<file path="src/rtl/hms_display_driver.sv">
// hms_display_driver: snapshots binary HH:MM:SS once per frame and scans it onto a 6-digit common-anode 7-segment display
module hms_display_driver #(
  parameter int SCAN_DIV = 25,
  parameter int BLANK    = 1
) (
  input  logic       clk,
  input  logic       rst,
  input  logic [5:0] sec,
  input  logic [5:0] min,
  input  logic [4:0] hr,
  output logic [5:0] an,
  output logic [6:0] seg,
  output logic       dp
);
  localparam logic [6:0] SEG_LUT [10] = '{7'h40, 7'h79, 7'h24, 7'h30, 7'h19,
                                          7'h12, 7'h02, 7'h78, 7'h00, 7'h10};
  logic [9:0] div_cnt;
  logic [2:0] idx;
  logic [5:0] snap_sec, snap_min;
  logic [4:0] snap_hr;
  logic       wrap, blank;
  logic [5:0] field, tens, units;
  logic [3:0] digit;
  logic [5:0] an_d;
  logic [6:0] seg_d;
  logic       dp_d;
  assign wrap = div_cnt == 10'(SCAN_DIV - 1);
  always_comb begin
    blank = int'(div_cnt) < BLANK;
    field = idx[2] ? {1'b0, snap_hr} : idx[1] ? snap_min : snap_sec;
    tens  = field / 6'd10;
    units = field % 6'd10;
    digit = idx[0] ? tens[3:0] : units[3:0];
    an_d  = blank ? 6'h3F : ~(6'd1 << idx);
    seg_d = blank ? 7'h7F : SEG_LUT[digit];
    dp_d  = blank | snap_sec[0] | ~((idx == 3'd2) | (idx == 3'd4));
  end
  // snapshot lands on the last cycle of a frame so the whole next frame sees one consistent time
  always_ff @(posedge clk or posedge rst) begin
    if (rst) begin
      div_cnt  <= '0;
      idx      <= '0;
      snap_sec <= '0;
      snap_min <= '0;
      snap_hr  <= '0;
      an       <= 6'h3F;
      seg      <= 7'h7F;
      dp       <= 1'b1;
    end else begin
      div_cnt <= wrap ? '0 : div_cnt + 10'd1;
      if (wrap) idx <= (idx == 3'd5) ? '0 : idx + 3'd1;
      if (wrap && idx == 3'd5) begin
        snap_sec <= sec;
        snap_min <= min;
        snap_hr  <= hr;
      end
      an  <= an_d;
      seg <= seg_d;
      dp  <= dp_d;
    end
  end
endmodule

</file>
<file path="config.mk">
export PLATFORM = sky130hd
export DESIGN_NAME = hms_display_driver
export DESIGN_NICKNAME = d
export VERILOG_FILES = /design/src/rtl/hms_display_driver.sv
export SDC_FILE = /design/constraint.sdc
export NUM_CORES = 1
export LEC_CHECK = 0
export BUFFER_PORTS_ARGS = -buffer_cell sky130_fd_sc_hd__buf_4
export CAP_MARGIN = 15
export CORE_UTILIZATION = 52
export CTS_CLUSTER_DIAMETER = 120
export DETAILED_ROUTE_END_ITERATION = 10
export PLACE_DENSITY_LB_ADDON = 0.08
export REMOVE_ABC_BUFFERS = 1
export SYNTH_ARGS = -nofsm -noshare
export SYNTH_HDL_FRONTEND = slang
export SYNTH_SLANG_ARGS = --single-unit
</file>
<file path="constraint.sdc">
create_clock -name clk -period 3.2 [get_ports clk]
set_clock_uncertainty 0.05 [all_clocks]
set_input_delay 0.64 -clock clk [delete_from_list [all_inputs] [get_ports clk]]
set_output_delay 0.64 -clock clk [all_outputs]
set_load 0.005 [all_outputs]
</file>
==> flow_metrics.env <==
export IMPL_run_status="complete, no violations"
export IMPL_worst_hold_path_type="primary input to asynchronous set/reset pin"
export IMPL_cell_area_after_synthesis_um2=2440
export IMPL_synth_ff_type="sky130_fd_sc_hd__dfrtp_1"
export IMPL_synth_seq_cells=44
export IMPL_area_growth_synth_to_final_pct=22.4
export IMPL_synth_area_leader_cell="sky130_fd_sc_hd__dfrtp_1"
export IMPL_number_of_rows_created_at_floorplan=24
export IMPL_drv_cap=0
export IMPL_via_count_of_the_first_global_routing_pass=1665
export IMPL_grt_start_max_net_pins=45
export IMPL_layout_core_utilization_pct=67.6
export IMPL_timing_critical_path_from_type="flip-flop"
export IMPL_tritoncts_num_buffers=5
export IMPL_fp_dieW_um=70.4
export IMPL_final_seq_area_um2=1120
export IMPL_area_used_by_multi_input_combinational_logic_um2=1300
export IMPL_final_critical_path_setup_slack_ns=0.0551
export IMPL_dieArea_um2=4960
export IMPL_power_density_nw_per_um2=400
export IMPL_netlist_instances=221
export IMPL_critical_path_peak_fanout=5
export IMPL_vias_per_cell=5.55
export IMPL_critical_path_slowest_cell="sky130_fd_sc_hd__dfrtp_1"
export IMPL_initialDrtViolationCount=130
export IMPL_timing_critical_path_max_delay_family="compound AO/OA/AOI/OAI gates"
export IMPL_fin_hold_ws_ns=0.433
export IMPL_synth_warnings=0
export IMPL_layout_worst_path_cycle_share_pct=98.3
export IMPL_grt_first_pass_wirelength_mm=7.85
export IMPL_design_power_total_mw=1.19
export IMPL_ctsRootBufferMaster="sky130_fd_sc_hd__clkbuf_8"
export IMPL_clock_sinks=44
export IMPL_place_ws_ns=0.0390
export IMPL_report_final_hold_viol_count=0
export IMPL_clk_latency_ns=0.30
export IMPL_wire_per_inst_um=15.0
export IMPL_initial_util_pct=55.2
export IMPL_n_fill_cell=350
export IMPL_cts_path_max_buffers=2
export IMPL_layout_nets=298
export IMPL_peakVddDrop_v=0.000266
export IMPL_buffering_stage_count_on_the_worst_path_with_inverters_included=2
export IMPL_mostFrequentLayoutCells="sky130_fd_sc_hd__buf_4, sky130_fd_sc_hd__dfrtp_1, sky130_fd_sc_hd__nand2_1"
export IMPL_critical_path_cell_chain="mux2_4, o21ai_4, inv_2, ha_2, a22oi_1, o221ai_2, and2_4, inv_1, ha_1, and4b_1, a211oi_4, o32ai_1, a31oi_1"
export IMPL_required_time_of_the_worst_setup_path_ns=3.37
export IMPL_grt_overflow=0
export IMPL_path_clk_slew_ns=0.09
export IMPL_synth_top_area_share_pct=30.8
export IMPL_grt_total_usage_pct=20.3
export IMPL_drive_gt1_share_pct=45.4
export IMPL_final_common_cell="sky130_fd_sc_hd__buf_4"
export IMPL_place_port_buffers=32
export IMPL_postRouteAntennaNets=0
export IMPL_final_min_clock_period_ns=3.14
export IMPL_synth_distinct_cells=55
export IMPL_finalWeightedCongestion=0.845
export IMPL_cts_htree_levels=2
export IMPL_synth_edff_count=0
export IMPL_route_final_wire_length_mm=4.83
export IMPL_ioPinCount=33
export IMPL_cts_hold_repair_buffers=0
export IMPL_drcViolationCount=0
export IMPL_yosysSeqAreaShare_pct=45.9
export IMPL_cts_tree="yes"
export IMPL_fmax_ghz=0.318
export IMPL_critical_path_cell_count=13
export IMPL_worst_r2r_path_depth=13
export IMPL_floorplan_die_height_um=70.4
export IMPL_post_dp_hpwl_mm=3.34
export IMPL_critical_path_max_stage_delay_ns=0.40
export IMPL_syn_mean_instance_area_um2=11.0
export IMPL_cellLeakagePower_nw=1.32
export IMPL_setup_crit_path_kind="flip-flop to flip-flop"
export IMPL_via_count=1781
export IMPL_synth_top_cells_by_area="sky130_fd_sc_hd__dfrtp_1, sky130_fd_sc_hd__dfstp_2, sky130_fd_sc_hd__mux2_2"
export IMPL_drtPass1Iterations=5
export IMPL_worst_slew_margin_pct=53.1
export IMPL_final_max_slew_violation_count=0
export IMPL_critPathArrivalTime_ns=3.32
export IMPL_floorplan_core_area_um2=4410
export IMPL_timing_final_setup_violations=0
export IMPL_synth_async_sr_flop_share_pct=100
export IMPL_worst_slew_pin_slew_ns=0.702
export IMPL_number_of_antenna_cells_inserted=0
export IMPL_antenna_found_initial=0
export IMPL_fin_tns_setup_ns=0
export IMPL_crit_path_end_kind="flip-flop"
[state kept, by name, summed over array words and instances (netlist names)]
name	count
idx	3
dp	1
seg	7
snap_min	6
snap_hr	5
an	6
snap_sec	6
div_cnt	10
[Yosys cell counts (2+ instances only)]
| cell type | count |
|---|---|
| sky130_fd_sc_hd__nand2_1 | 21 |
| sky130_fd_sc_hd__ha_1 | 11 |
| sky130_fd_sc_hd__buf_2 | 3 |
| sky130_fd_sc_hd__nand4_1 | 4 |
| sky130_fd_sc_hd__nand3_1 | 11 |
| sky130_fd_sc_hd__nor3_1 | 4 |
| sky130_fd_sc_hd__a21oi_1 | 2 |
| sky130_fd_sc_hd__dfrtp_1 | 30 |
| sky130_fd_sc_hd__inv_2 | 2 |
| sky130_fd_sc_hd__mux2_2 | 18 |
| sky130_fd_sc_hd__o21ai_0 | 3 |
| sky130_fd_sc_hd__o21ai_4 | 2 |
| sky130_fd_sc_hd__a22oi_1 | 2 |
| sky130_fd_sc_hd__nor2_1 | 19 |
| sky130_fd_sc_hd__nand2b_1 | 3 |
| sky130_fd_sc_hd__mux2i_1 | 5 |
| sky130_fd_sc_hd__dfstp_2 | 14 |
| sky130_fd_sc_hd__o21ai_2 | 2 |
| sky130_fd_sc_hd__clkbuf_1 | 2 |
| sky130_fd_sc_hd__xor2_1 | 5 |
| sky130_fd_sc_hd__nor2_2 | 2 |
| sky130_fd_sc_hd__o21ai_1 | 3 |
| sky130_fd_sc_hd__a31o_2 | 2 |
| sky130_fd_sc_hd__a211oi_1 | 3 |
| sky130_fd_sc_hd__xnor2_1 | 5 |
| sky130_fd_sc_hd__and2_1 | 3 |
| sky130_fd_sc_hd__a31oi_1 | 4 |
| sky130_fd_sc_hd__inv_1 | 9 |
[metrics by stage]
step | instances | cell area, um2
after detailed placement | 312 | 2810
after global routing | 321 | 2980
final | 321 | 2980
after floorplan | 215 | 2400
after CTS | 320 | 2920
after global placement | 312 | 2810
[metal layers]
layer	global-route usage, %	share of wire [%]	wire (um)	up-vias
li1	-	-	-	880
met2	28.3	48	2300	34
met1	31.2	48	2320	861
met3	3.90	3.2	153	6
met5	0	0	0	-
met4	7.33	1.3	61	0
[final timing paths]
check                            from         end  slack, ns
setup / recovery               idx[1]      seg[6]       0.06
hold / removal                    rst  snap_hr[1]       0.43
setup reg to reg               idx[1]      seg[6]       0.06
hold reg to reg            div_cnt[9]  div_cnt[9]       0.44
max in group asynchronous         rst       an[1]       2.29
min in group clk           div_cnt[9]  div_cnt[9]       0.44
[power by group]
| group | internal, mW | total (mW) | leakage (nW) | switching, mW |
|---|---|---|---|---|
| clock network | 0.231 | 0.422 | 0.0541 | 0.191 |
| registers | 0.587 | 0.596 | 0.513 | 0.00885 |
| logic | 0.0868 | 0.175 | 0.749 | 0.0886 |
| total | 0.905 | 1.19 | 1.32 | 0.288 |
[worst register-to-register path: stages, from the launching register on]
cell	delay, ns
sky130_fd_sc_hd__dfrtp_1	0.40
sky130_fd_sc_hd__mux2_4	0.34
sky130_fd_sc_hd__o21ai_4	0.15
sky130_fd_sc_hd__inv_2	0.06
sky130_fd_sc_hd__ha_2	0.38
sky130_fd_sc_hd__a22oi_1	0.11
sky130_fd_sc_hd__o221ai_2	0.20
sky130_fd_sc_hd__and2_4	0.19
sky130_fd_sc_hd__inv_1	0.04
sky130_fd_sc_hd__ha_1	0.22
sky130_fd_sc_hd__and4b_1	0.22
sky130_fd_sc_hd__a211oi_4	0.35
sky130_fd_sc_hd__o32ai_1	0.18
sky130_fd_sc_hd__a31oi_1	0.18
[area by class of cell]
| class | count | area share, % |
|---|---|---|
| multi-input cells | 160 | 43.6 |
| inverters | 11 | 1.38 |
| well taps | 52 | 2.18 |
| clock inverters | 3 | 1.43 |
| repair buffers | 46 | 11.6 |
| flip-flops and latches | 44 | 37.5 |
| clock buffers | 5 | 2.31 |
[logic make-up (layout without fill, tap and decap cells)]
logic type                 Yosys count  count (layout)  synth area share, %
and+or+nand+nor                     79              79                 17.0
DFF                                 44              44                 45.9
AOI/OAI and AO/OA                   36              36                 13.8
muxes                               24              24                 11.0
buffers and inverters               17              65                 3.08
adders and majority gates           11              11                 5.65
xor gates and xnor gates            10              10                 3.60
[repair_timing]
action                                  4_1_cts  5_1_grt
endpoints found under the setup margin        1        6
buffers inserted                              0        1
resized for setup                             1       11
gates cloned                                  0        0
pin swaps                                     0        3
Power figures use the tool's default switching activity.
